**config.mk**
```make
export PLATFORM = sky130hd
export DESIGN_NAME = csa_accumulator
export DESIGN_NICKNAME = d
export VERILOG_FILES = /design/src/rtl/csa_pkg.sv /design/src/rtl/csa_3to2.sv /design/src/rtl/csa_accumulator.sv
export SDC_FILE = /design/constraint.sdc
export NUM_CORES = 1
export LEC_CHECK = 0
export CELL_PAD_IN_SITES_DETAIL_PLACEMENT = 0
export CELL_PAD_IN_SITES_GLOBAL_PLACEMENT = 1
export CORE_ASPECT_RATIO = 0.7
export CORE_MARGIN = 4
export CORE_UTILIZATION = 39
export CTS_CLUSTER_SIZE = 28
export DETAILED_ROUTE_END_ITERATION = 7
export DONT_BUFFER_PORTS = 1
export PLACE_DENSITY_LB_ADDON = 0.1
export SLEW_MARGIN = 20
export SYNTH_ARGS = -nofsm -noshare
export SYNTH_HDL_FRONTEND = slang
export SYNTH_HIERARCHICAL = 1
export SYNTH_SLANG_ARGS = --single-unit
```
**constraint.sdc**
```tcl
create_clock -name clk -period 2.9 [get_ports clk]
set_input_delay 0.58 -clock clk [delete_from_list [all_inputs] [get_ports clk]]
set_output_delay 0.58 -clock clk [all_outputs]
set_load 0.05 [all_outputs]
```
**src/rtl/csa_pkg.sv**
```systemverilog
// Shared types and sizing helpers for the carry-save accumulator.
package csa_pkg;

    typedef enum logic [1:0] {
        IDLE    = 2'd0,
        ACCUM   = 2'd1,
        RESOLVE = 2'd2,
        DONE    = 2'd3
    } csa_state_e;

    function automatic int clog2(input int n);
        int r;
        r = 0;
        for (int v = n - 1; v > 0; v = v >> 1) begin
            r = r + 1;
        end
        return r;
    endfunction

    // Accumulator width: enough headroom for MAX_OPS operands without wrap.
    function automatic int acc_w(input int width, input int max_ops);
        return width + clog2(max_ops);
    endfunction

    function automatic int num_chunks(input int acc, input int chunk);
        return (acc + chunk - 1) / chunk;
    endfunction

endpackage

```
**src/rtl/csa_3to2.sv**
```systemverilog
// Row of full adders: three vectors in, sum and unshifted carry vectors out.
module csa_3to2 #(
    parameter int W = 8
) (
    input  logic [W-1:0] a,
    input  logic [W-1:0] b,
    input  logic [W-1:0] c,
    output logic [W-1:0] s,
    output logic [W-1:0] cy
);

    assign s  = a ^ b ^ c;
    assign cy = (a & b) | (a & c) | (b & c);

endmodule

```
**src/rtl/csa_accumulator.sv**
```systemverilog
// Streaming multi-operand adder: carry-save accumulation, chunked final resolve.
// Optional CSA_ACC_SIGNED_EN: treat operands as two's complement (sign-extend).
module csa_accumulator
    import csa_pkg::*;
#(
    parameter int WIDTH   = 32,
    parameter int MAX_OPS = 16,
    parameter int CHUNK   = 8
) (
    input  logic                                clk,
    input  logic                                rst_n,
    input  logic                                in_valid,
    output logic                                in_ready,
    input  logic [WIDTH-1:0]                    in_data,
    input  logic                                in_last,
    output logic                                out_valid,
    input  logic                                out_ready,
    output logic [acc_w(WIDTH, MAX_OPS)-1:0]    sum,
    output logic                                ovf
);

    localparam int ACC_W = acc_w(WIDTH, MAX_OPS);
    localparam int R_C   = num_chunks(ACC_W, CHUNK);
    localparam int K_W   = clog2(R_C) + 1;
    localparam int CNT_W = clog2(MAX_OPS) + 1;

    csa_state_e        state_r, state_s;
    logic [ACC_W-1:0]  s_vec_r, c_vec_r, sum_r;
    logic [ACC_W-1:0]  x_s, csa_s_s, csa_c_s, mask_s, res_s, sum_nxt_s;
    logic [CNT_W-1:0]  count_r;
    logic [K_W-1:0]    k_r;
    logic              chunk_c_r, ovf_r, in_ready_r, out_valid_r;
    logic              accept_s, last_chunk_s;
    logic [31:0]       lo_s;
    logic [CHUNK-1:0]  s_ch_s, c_ch_s;
    logic [CHUNK:0]    chunk_res_s;

`ifdef CSA_ACC_SIGNED_EN
    assign x_s = {{(ACC_W - WIDTH){in_data[WIDTH-1]}}, in_data};
`else
    assign x_s = {{(ACC_W - WIDTH){1'b0}}, in_data};
`endif

    assign accept_s     = in_valid && in_ready_r;
    assign last_chunk_s = (k_r == K_W'(R_C - 1));

    csa_3to2 #(.W(ACC_W)) u_csa (
        .a  (s_vec_r),
        .b  (c_vec_r),
        .c  (x_s),
        .s  (csa_s_s),
        .cy (csa_c_s)
    );

    // Chunk k of S+C+carry, merged into the partially resolved result.
    always_comb begin
        lo_s        = 32'(k_r) * 32'(CHUNK);
        s_ch_s      = CHUNK'(s_vec_r >> lo_s);
        c_ch_s      = CHUNK'(c_vec_r >> lo_s);
        chunk_res_s = {1'b0, s_ch_s} + {1'b0, c_ch_s} + {{CHUNK{1'b0}}, chunk_c_r};
        mask_s      = ACC_W'({CHUNK{1'b1}}) << lo_s;
        res_s       = ACC_W'(chunk_res_s[CHUNK-1:0]) << lo_s;
        sum_nxt_s   = (sum_r & ~mask_s) | res_s;
    end

    // Next-state logic.
    always_comb begin
        state_s = state_r;
        case (state_r)
            IDLE, ACCUM: begin
                if (accept_s) begin
                    state_s = in_last ? RESOLVE : ACCUM;
                end else begin
                    state_s = state_r;
                end
            end
            RESOLVE: begin
                if (last_chunk_s) begin
                    state_s = DONE;
                end else begin
                    state_s = RESOLVE;
                end
            end
            DONE: begin
                if (out_ready) begin
                    state_s = IDLE;
                end else begin
                    state_s = DONE;
                end
            end
            default: state_s = IDLE;
        endcase
    end

    // State, datapath and registered handshake outputs.
    always_ff @(posedge clk or negedge rst_n) begin
        if (!rst_n) begin
            state_r     <= IDLE;
            s_vec_r     <= '0;
            c_vec_r     <= '0;
            count_r     <= '0;
            k_r         <= '0;
            chunk_c_r   <= 1'b0;
            sum_r       <= '0;
            ovf_r       <= 1'b0;
            in_ready_r  <= 1'b0;
            out_valid_r <= 1'b0;
        end else begin
            state_r     <= state_s;
            in_ready_r  <= (state_s == IDLE) || (state_s == ACCUM);
            out_valid_r <= (state_s == DONE);
            case (state_r)
                IDLE: begin
                    if (accept_s) begin
                        s_vec_r   <= x_s;
                        c_vec_r   <= '0;
                        count_r   <= CNT_W'(1);
                        ovf_r     <= 1'b0;
                        k_r       <= '0;
                        chunk_c_r <= 1'b0;
                    end
                end
                ACCUM: begin
                    if (accept_s) begin
                        s_vec_r <= csa_s_s;
                        c_vec_r <= csa_c_s << 1;
                        // Count saturates once the limit is passed; ovf is sticky.
                        if (count_r == CNT_W'(MAX_OPS)) begin
                            ovf_r <= 1'b1;
                        end else begin
                            count_r <= count_r + CNT_W'(1);
                        end
                    end
                end
                RESOLVE: begin
                    sum_r     <= sum_nxt_s;
                    chunk_c_r <= chunk_res_s[CHUNK];
                    k_r       <= k_r + K_W'(1);
                end
                DONE: begin
                    sum_r <= sum_r;
                end
                default: begin
                    sum_r <= sum_r;
                end
            endcase
        end
    end

    assign in_ready  = in_ready_r;
    assign out_valid = out_valid_r;
    assign sum       = sum_r;
    assign ovf       = ovf_r;

endmodule

```
==> metrics.yaml, run 1 <==
antenna_found_initial: 0
synth-async-reset-ratio_pct: 100
grt_pass1_wl_um: 27800
drv_cap: 0
start_kind: "register"
final-hold-violation-count: 122
routed_wl_um: 17100
drcViolationCount: 0
port_buffers: 0
r2r_end: "sum[22]"
clk_pin_slew_worst_paths_ns: 0.06
cts_buffers: 17
die-area_um2: 19300
p_clk_share_pct: 24.5
dp_slack_ns: -0.278
route.vias.total: 4571
antenna_cells: 0
core_um2: 16500
p_int_uw: 5530
skew_ns: 0.00788
synth.cell_area_um2: 6670
grt_util_all_layers_pct: 19.0
violations: "negative hold slack"
row_count: 39
grt_max_degree: 123
power.density_nw_per_um2: 1220
synthCells: 603
place.gp.congestion: 0.864
ys_types: 46
crit_type: "register to register"
worstHoldPathType: "primary input to asynchronous set/reset pin"
setup_viol: 0
swShare_pct: 42.3
dp_hpwl_um: 12600
yosys.area.top_type: "dfrtp_1"
p_comb_share_pct: 36.0
syn_to_final_growth_pct: 18.1
relSlewSlack_pct: 61.0
reg2reg_depth: 9
via_per_inst: 5.24
cts_max_level: 4
ys_warn_count: 6
required_ns: 3.21
layout_setup_ws_ns: 0.0132
cts_tree: "done"
drive_above_1_share_pct: 18.9
drtAntennaViolNets: 0
root_buffer: "clkbuf_16"
rsz0062_at_grt: "yes"
endpoint: "sum[22]"
seqPwrFrac_pct: 39.5
final_nets: 723
cts.path.max_buffers: 2
worstMarginPinSlew_ns: 0.585
max_freq_mhz: 346
totalNegativeSetupSlack_ns: 0
worstSkewPairLatency_ns: 0.43
clock-sinks: 122
synth-seq-cells: 122
place_area_um2: 7160
fp.dieW_um: 164
avgSynthCellArea_um2: 11.1
start_util_pct: 40.3
drtIter0Drc: 305
final_area_um2: 7870
synth_top_area_share_pct: 45.8
firstDrtPassIters: 4
yosysSeqAreaShare_pct: 45.8
fin_util_pct: 47.6
cp_max_fo: 4
peakVddDrop_mv: 0.469
wire_per_inst_um: 19.6
gr-total-overflow: 0
worstPathArrival_ns: 3.20
power.switching_uw: 4050
report.final.slew_viol_count: 0
fin_crit_sh_pct: 99.5
leakage_uw: 0.00351
hold_ws_ns: -0.155
synth.area.top_cells: "dfrtp_1, fa_1, nand2_1, o21ai_0, mux4_2"
r2r_start: "k_r[0]"
die_h_um: 117
synth_edf_count: 0
reg2reg_slack_ns: 0.01
pin_count: 76
grt_pass1_vias: 4609
finalCriticalPeriod_ns: 2.89
crit_path_start: "k_r[0]"
critPathCaptureType: "register"
synth_ff_type: "dfrtp_1"
status: "finished, violations left"
-- placed cells by master, fill, tap and decap left out, types with 2 or more instances in the layout --
master and instances:
nand2_1 135, dfrtp_1 120, o21ai_0 85, buf_4 42, fa_1 36, mux2i_1 33
a22o_1 31, clkbuf_16 17, mux4_2 15, ha_1 14, a22o_2 10, and2_1 9
inv_1 8, nand3_1 7, nor2_1 6, a21oi_1 5, clkinv_2 5, bufinv_16 5
conb_1 5, o21ai_1 4, a21o_1 4, and3_1 3, nor3_1 3, xnor2_1 2
nand3b_1 2, nor3_4 2, a21oi_2 2, xor2_2 2, nor2b_1 2, fa_2 2
clkinvlp_4 2, buf_12 2
-- power groups by stage --
stage                     Clock [uW]  Combinational, uW  Sequential [uW]
after floorplan                    0               2410             3480
after global placement             0               3280             3810
after detailed placement           0               3370             3820
after CTS                       2380               3440             3800
after global routing            2460               3930             3900
final                           2350               3450             3780
-- synthesized netlist by cell type (all sizes together) (2+ instances only) --
cell and number:
xnor2 3, buf 24, nand3b 3, nand3 7, a22o 41, nor3 5
o21ai 90, a21oi 7, mux4 15, and2 10, dfrtp 122, and3 3
inv 9, nor2 6, fa 38, mux2i 33, xor2 2, ha 14
nor2b 2, nand2 135, a21o 4, clkbuf 13
-- metrics by stage --
| step | total power (uW) | cells |
|---|---|---|
| 6_report | 9580 | 872 |
| 5_1_grt | 10300 | 872 |
| 4_1_cts | 9620 | 871 |
| 3_5_place_dp | 7190 | 839 |
| 3_3_place_gp | 7090 | 839 |
| 2_1_floorplan | 5900 | 607 |
-- cells by family (layout without fill, tap and decap cells) --
family	after synthesis	after routing	synth area share, %
AOI/OAI and AO/OA	152	152	14.5
and+or+nand+nor	177	177	11.7
adders and majority gates	52	52	14.0
muxes	48	48	10.0
xor gates and xnor gates	5	5	0.657
buffers and inverters	46	86	3.21
other	1	5	0.0563
DFF	122	122	45.8
-- worst min-delay path by stage --
| stage | slack [ns] | endpoint |
|---|---|---|
| 2_1_floorplan | 0.28 | c_vec_r[10] |
| 3_3_place_gp | 0.29 | s_vec_r[5] |
| 3_5_place_dp | 0.29 | c_vec_r[13] |
| 4_1_cts | -0.17 | s_vec_r[3] |
| 5_1_grt | -0.18 | s_vec_r[13] |
| 6_report | -0.16 | s_vec_r[5] |
-- cell type report --
class	count	area [um2]
clock buffers	19	443
clock inverters	13	199
fillers	1501	8670
inverters	9	33.8
multi-input cells	439	3490
flip-flops and latches	122	3060
well taps	225	282
repair buffers	45	367
-- critical path, stage by stage, from the launching register on --
cell and delay (ns):
dfrtp_2 0.43, mux4_2 0.51, a22o_2 0.23, fa_2 0.39
fa_2 0.39, a21oi_2 0.18, o21ai_2 0.08, a21oi_2 0.21
xnor2_2 0.15, a22o_1 0.21
-- what timing repair did --
action                                 CTS  global route
pin swaps                                4             8
gates resized for setup                  6            11
buffers inserted                         0             1
setup endpoints to repair               16            17
endpoints found under the hold margin  122           122
-- sequential cells by signal, summed over array words and instances, names as in the netlist --
| signal | count |
|---|---|
| c_vec_r | 35 |
| chunk_c_r | 1 |
| count_r | 5 |
| in_ready | 1 |
| k_r | 4 |
| out_valid | 1 |
| ovf | 1 |
| s_vec_r | 36 |
| state_r | 2 |
| sum | 36 |
-- metal layers --
layer	share of wire [%]	wire [um]	vias to the layer above	global-route usage, %
met4	1.4	240	0	5.55
met5	0	0	-	0
met2	41	6970	94	24.1
met3	6.6	1130	19	5.75
li1	-	-	2168	-
met1	51	8780	2290	30.6
Note: power is estimated with default switching activity, not from simulation.
==> run 2: changes to the inputs <==
--- a/config.mk
+++ b/config.mk
@@ -10,6 +10,7 @@
 export CORE_ASPECT_RATIO = 0.7
 export CORE_MARGIN = 4
 export CORE_UTILIZATION = 39
+export CTS_CLUSTER_DIAMETER = 120
 export CTS_CLUSTER_SIZE = 28
 export DETAILED_ROUTE_END_ITERATION = 7
 export DONT_BUFFER_PORTS = 1
==> constraint.sdc (replaced) <==
create_clock -name clk -period 3.4 [get_ports clk]
set_input_delay 0.68 -clock clk [delete_from_list [all_inputs] [get_ports clk]]
set_output_delay 0.68 -clock clk [all_outputs]
set_load 0.05 [all_outputs]
==> run 2 against run 1 <==
The flow still finishes with violations (negative hold slack); utilization shrank 2.1 points; clock skew grew 0.0037 ns; maximum frequency fell by 8.0%; die area is the same; routed wire length shrank 3.4%; sequential cell count did not move; cell count decreased by 3.9%; first-iteration DRC count is 15% higher; largest cell class unchanged.
==> metrics.yaml, run 2 (same netlist as run 1, synthesis figures left out) <==
die_h_um: 117  # unchanged
drive_above_1_share_pct: 12.4  # -6.5 points
grt_pass1_wl_um: 26400  # -4.8%
row_count: 39  # unchanged
dp_hpwl_um: 11800  # -6.5%
crit_type: "register to register"
power.density_nw_per_um2: 1030  # -16%
max_freq_mhz: 319  # -8.0%
worstPathArrival_ns: 3.44  # +0.24 ns
routed_wl_um: 16500  # -3.4%
gr-total-overflow: 0  # unchanged
dp_cells: 807  # -3.8%
syn_to_final_growth_pct: 12.9
drv_cap: 0  # unchanged
die-area_um2: 19300  # unchanged
grt_max_degree: 143  # +16%
fin_crit_sh_pct: 92.2  # -7.3 points
clk_pin_slew_worst_paths_ns: 0.06  # about the same
cts.path.max_buffers: 2  # unchanged
leakage_uw: 0.00332  # -5.2%
root_buffer: "clkbuf_16"
worstMarginPinSlew_ns: 0.997  # +0.412 ns
clock-sinks: 122  # unchanged
start_kind: "register"
slowest_delay_ns: 0.50  # about the same
drcViolationCount: 0  # unchanged
worstHoldPathType: "primary input to asynchronous set/reset pin"
drtIter0Drc: 351  # +15%
peakVddDrop_mv: 0.556  # +18%
core_um2: 16500  # unchanged
skew_ns: 0.0116  # +0.00368 ns
layout_common_cells: "nand2_1, dfrtp_1, o21ai_0"
wire_per_inst_um: 19.7  # +0.56%
via_per_inst: 5.29  # +0.89%
fp.dieW_um: 164  # unchanged
final_common_cell: "nand2_1"
post_cts_buffers: 0  # unchanged
start_util_pct: 40.3  # unchanged
finalCriticalPeriod_ns: 3.14  # +0.249 ns
antenna_cells: 0  # unchanged
slowest_stage: "fa_1"
totalNegativeSetupSlack_ns: 0  # unchanged
rsz0062_at_grt: "no"
pin_count: 76  # unchanged
setup_viol: 0  # unchanged
drtAntennaViolNets: 0  # unchanged
route.vias.total: 4432  # -3.0%
status: "finished, violations left"
critical_path.most_common_cell: "fa_1"
crit_chain: "mux4_2 > a22o_2 > fa_1 > fa_1 > a21oi_1 > o21ai_0 > a21oi_2 > xnor2_1 > a22o_1"
finalNonFillerCells: 838  # -3.9%
cts_max_level: 4  # unchanged
timing.critical_path.max_delay_family: "compound AO/OA/AOI/OAI gates"
place.gp.congestion: 0.828  # -4.2%
cts_tree: "done"
hold_ws_ns: -0.0415  # +0.114 ns
port_buffers: 0  # unchanged
final-hold-violation-count: 122  # unchanged
grt_util_all_layers_pct: 18.1  # -0.88 points
firstDrtPassIters: 4  # unchanged
report.final.slew_viol_count: 0  # unchanged
cts_buffers: 17  # unchanged
fin_util_pct: 45.5  # -2.1 points
cp.buffers_inverters: 0  # unchanged
worstSkewPairLatency_ns: 0.42  # about the same
grt_pass1_vias: 4423  # -4.0%
required_ns: 3.70  # +0.49 ns
violations: "negative hold slack"
critPathCaptureType: "register"
antenna_found_initial: 0  # unchanged
relSlewSlack_pct: 33.5  # -27 points
cp_max_fo: 4  # unchanged
final_nets: 690  # -4.6%
==> run 2: cell types whose count changed in the layout (fill, tap and decap cells not counted), sizes merged <==
| cell | previous run | this run |
|---|---|---|
| buf | 45 | 12 |
| bufinv | 5 | 3 |
| clkbuf | 19 | 25 |
| clkinv | 6 | 3 |
| clkinvlp | 2 | 0 |
==> run 2: area by class of cell <==
type                       count  area (um2)
inverter                       9        33.8
clock inverter                 6         109
timing repair buffer          12         103
fill                        1500        9020
tap                          225         282
sequential                   122        3060
multi-input combinational    439        3430
clock buffer                  25         515
==> run 2: final timing paths <==
| path | startpoint | end | slack (ns) | cells after the start |
|---|---|---|---|---|
| min in group clk | in_last | state_r[0] | 0.39 | 1 |
| max in group asynchronous | rst_n | state_r[0] | 3.28 | 0 |
| setup reg to reg | s_vec_r[24] | sum[22] | 0.26 | 9 |
| hold reg to reg | c_vec_r[29] | c_vec_r[29] | 0.54 | 2 |
| hold / removal | rst_n | c_vec_r[5] | -0.04 | 0 |
| setup / recovery | s_vec_r[24] | sum[22] | 0.26 | 9 |
==> run 2: timing repair <==
item / CTS / global route
setup endpoints to repair: 0 / 4
resized for setup: 0 / 1
endpoints found under the hold margin: 122 / 122
==> run 2: worst register-to-register path: cells and delay by family, from the launching register on <==
kind | cells | cell delay, ns
compound gates | 5 | 1.00
xor+xnor | 1 | 0.14
fa+ha+maj | 2 | 0.98
flops | 1 | 0.42
mux | 1 | 0.48
==> run 2: power breakdown <==
part / switching, uW / internal (uW)
Clock: 645 / 1270
Combinational: 1430 / 1190
Sequential: 1220 / 1970
==> run 2: per-layer routing <==
| layer | GRT usage (%) | vias up | wire, um |
|---|---|---|---|
| li1 | - | 2107 | - |
| met1 | 27.9 | 2227 | 8340 |
| met2 | 23.5 | 85 | 6700 |
| met3 | 7.61 | 13 | 1360 |
| met4 | 4.09 | 0 | 153 |
| met5 | 0 | - | 0 |
==> run 2: per-stage QoR <==
stage	instance area (um2)	worst slack, ns	power (uW)
after floorplan	6680	0.385	5020
after detailed placement	6900	0.254	5880
after CTS	7520	0.216	7820
after global routing	7530	0.0543	8290
final	7530	0.264	7730
after global placement	6900	0.345	5790
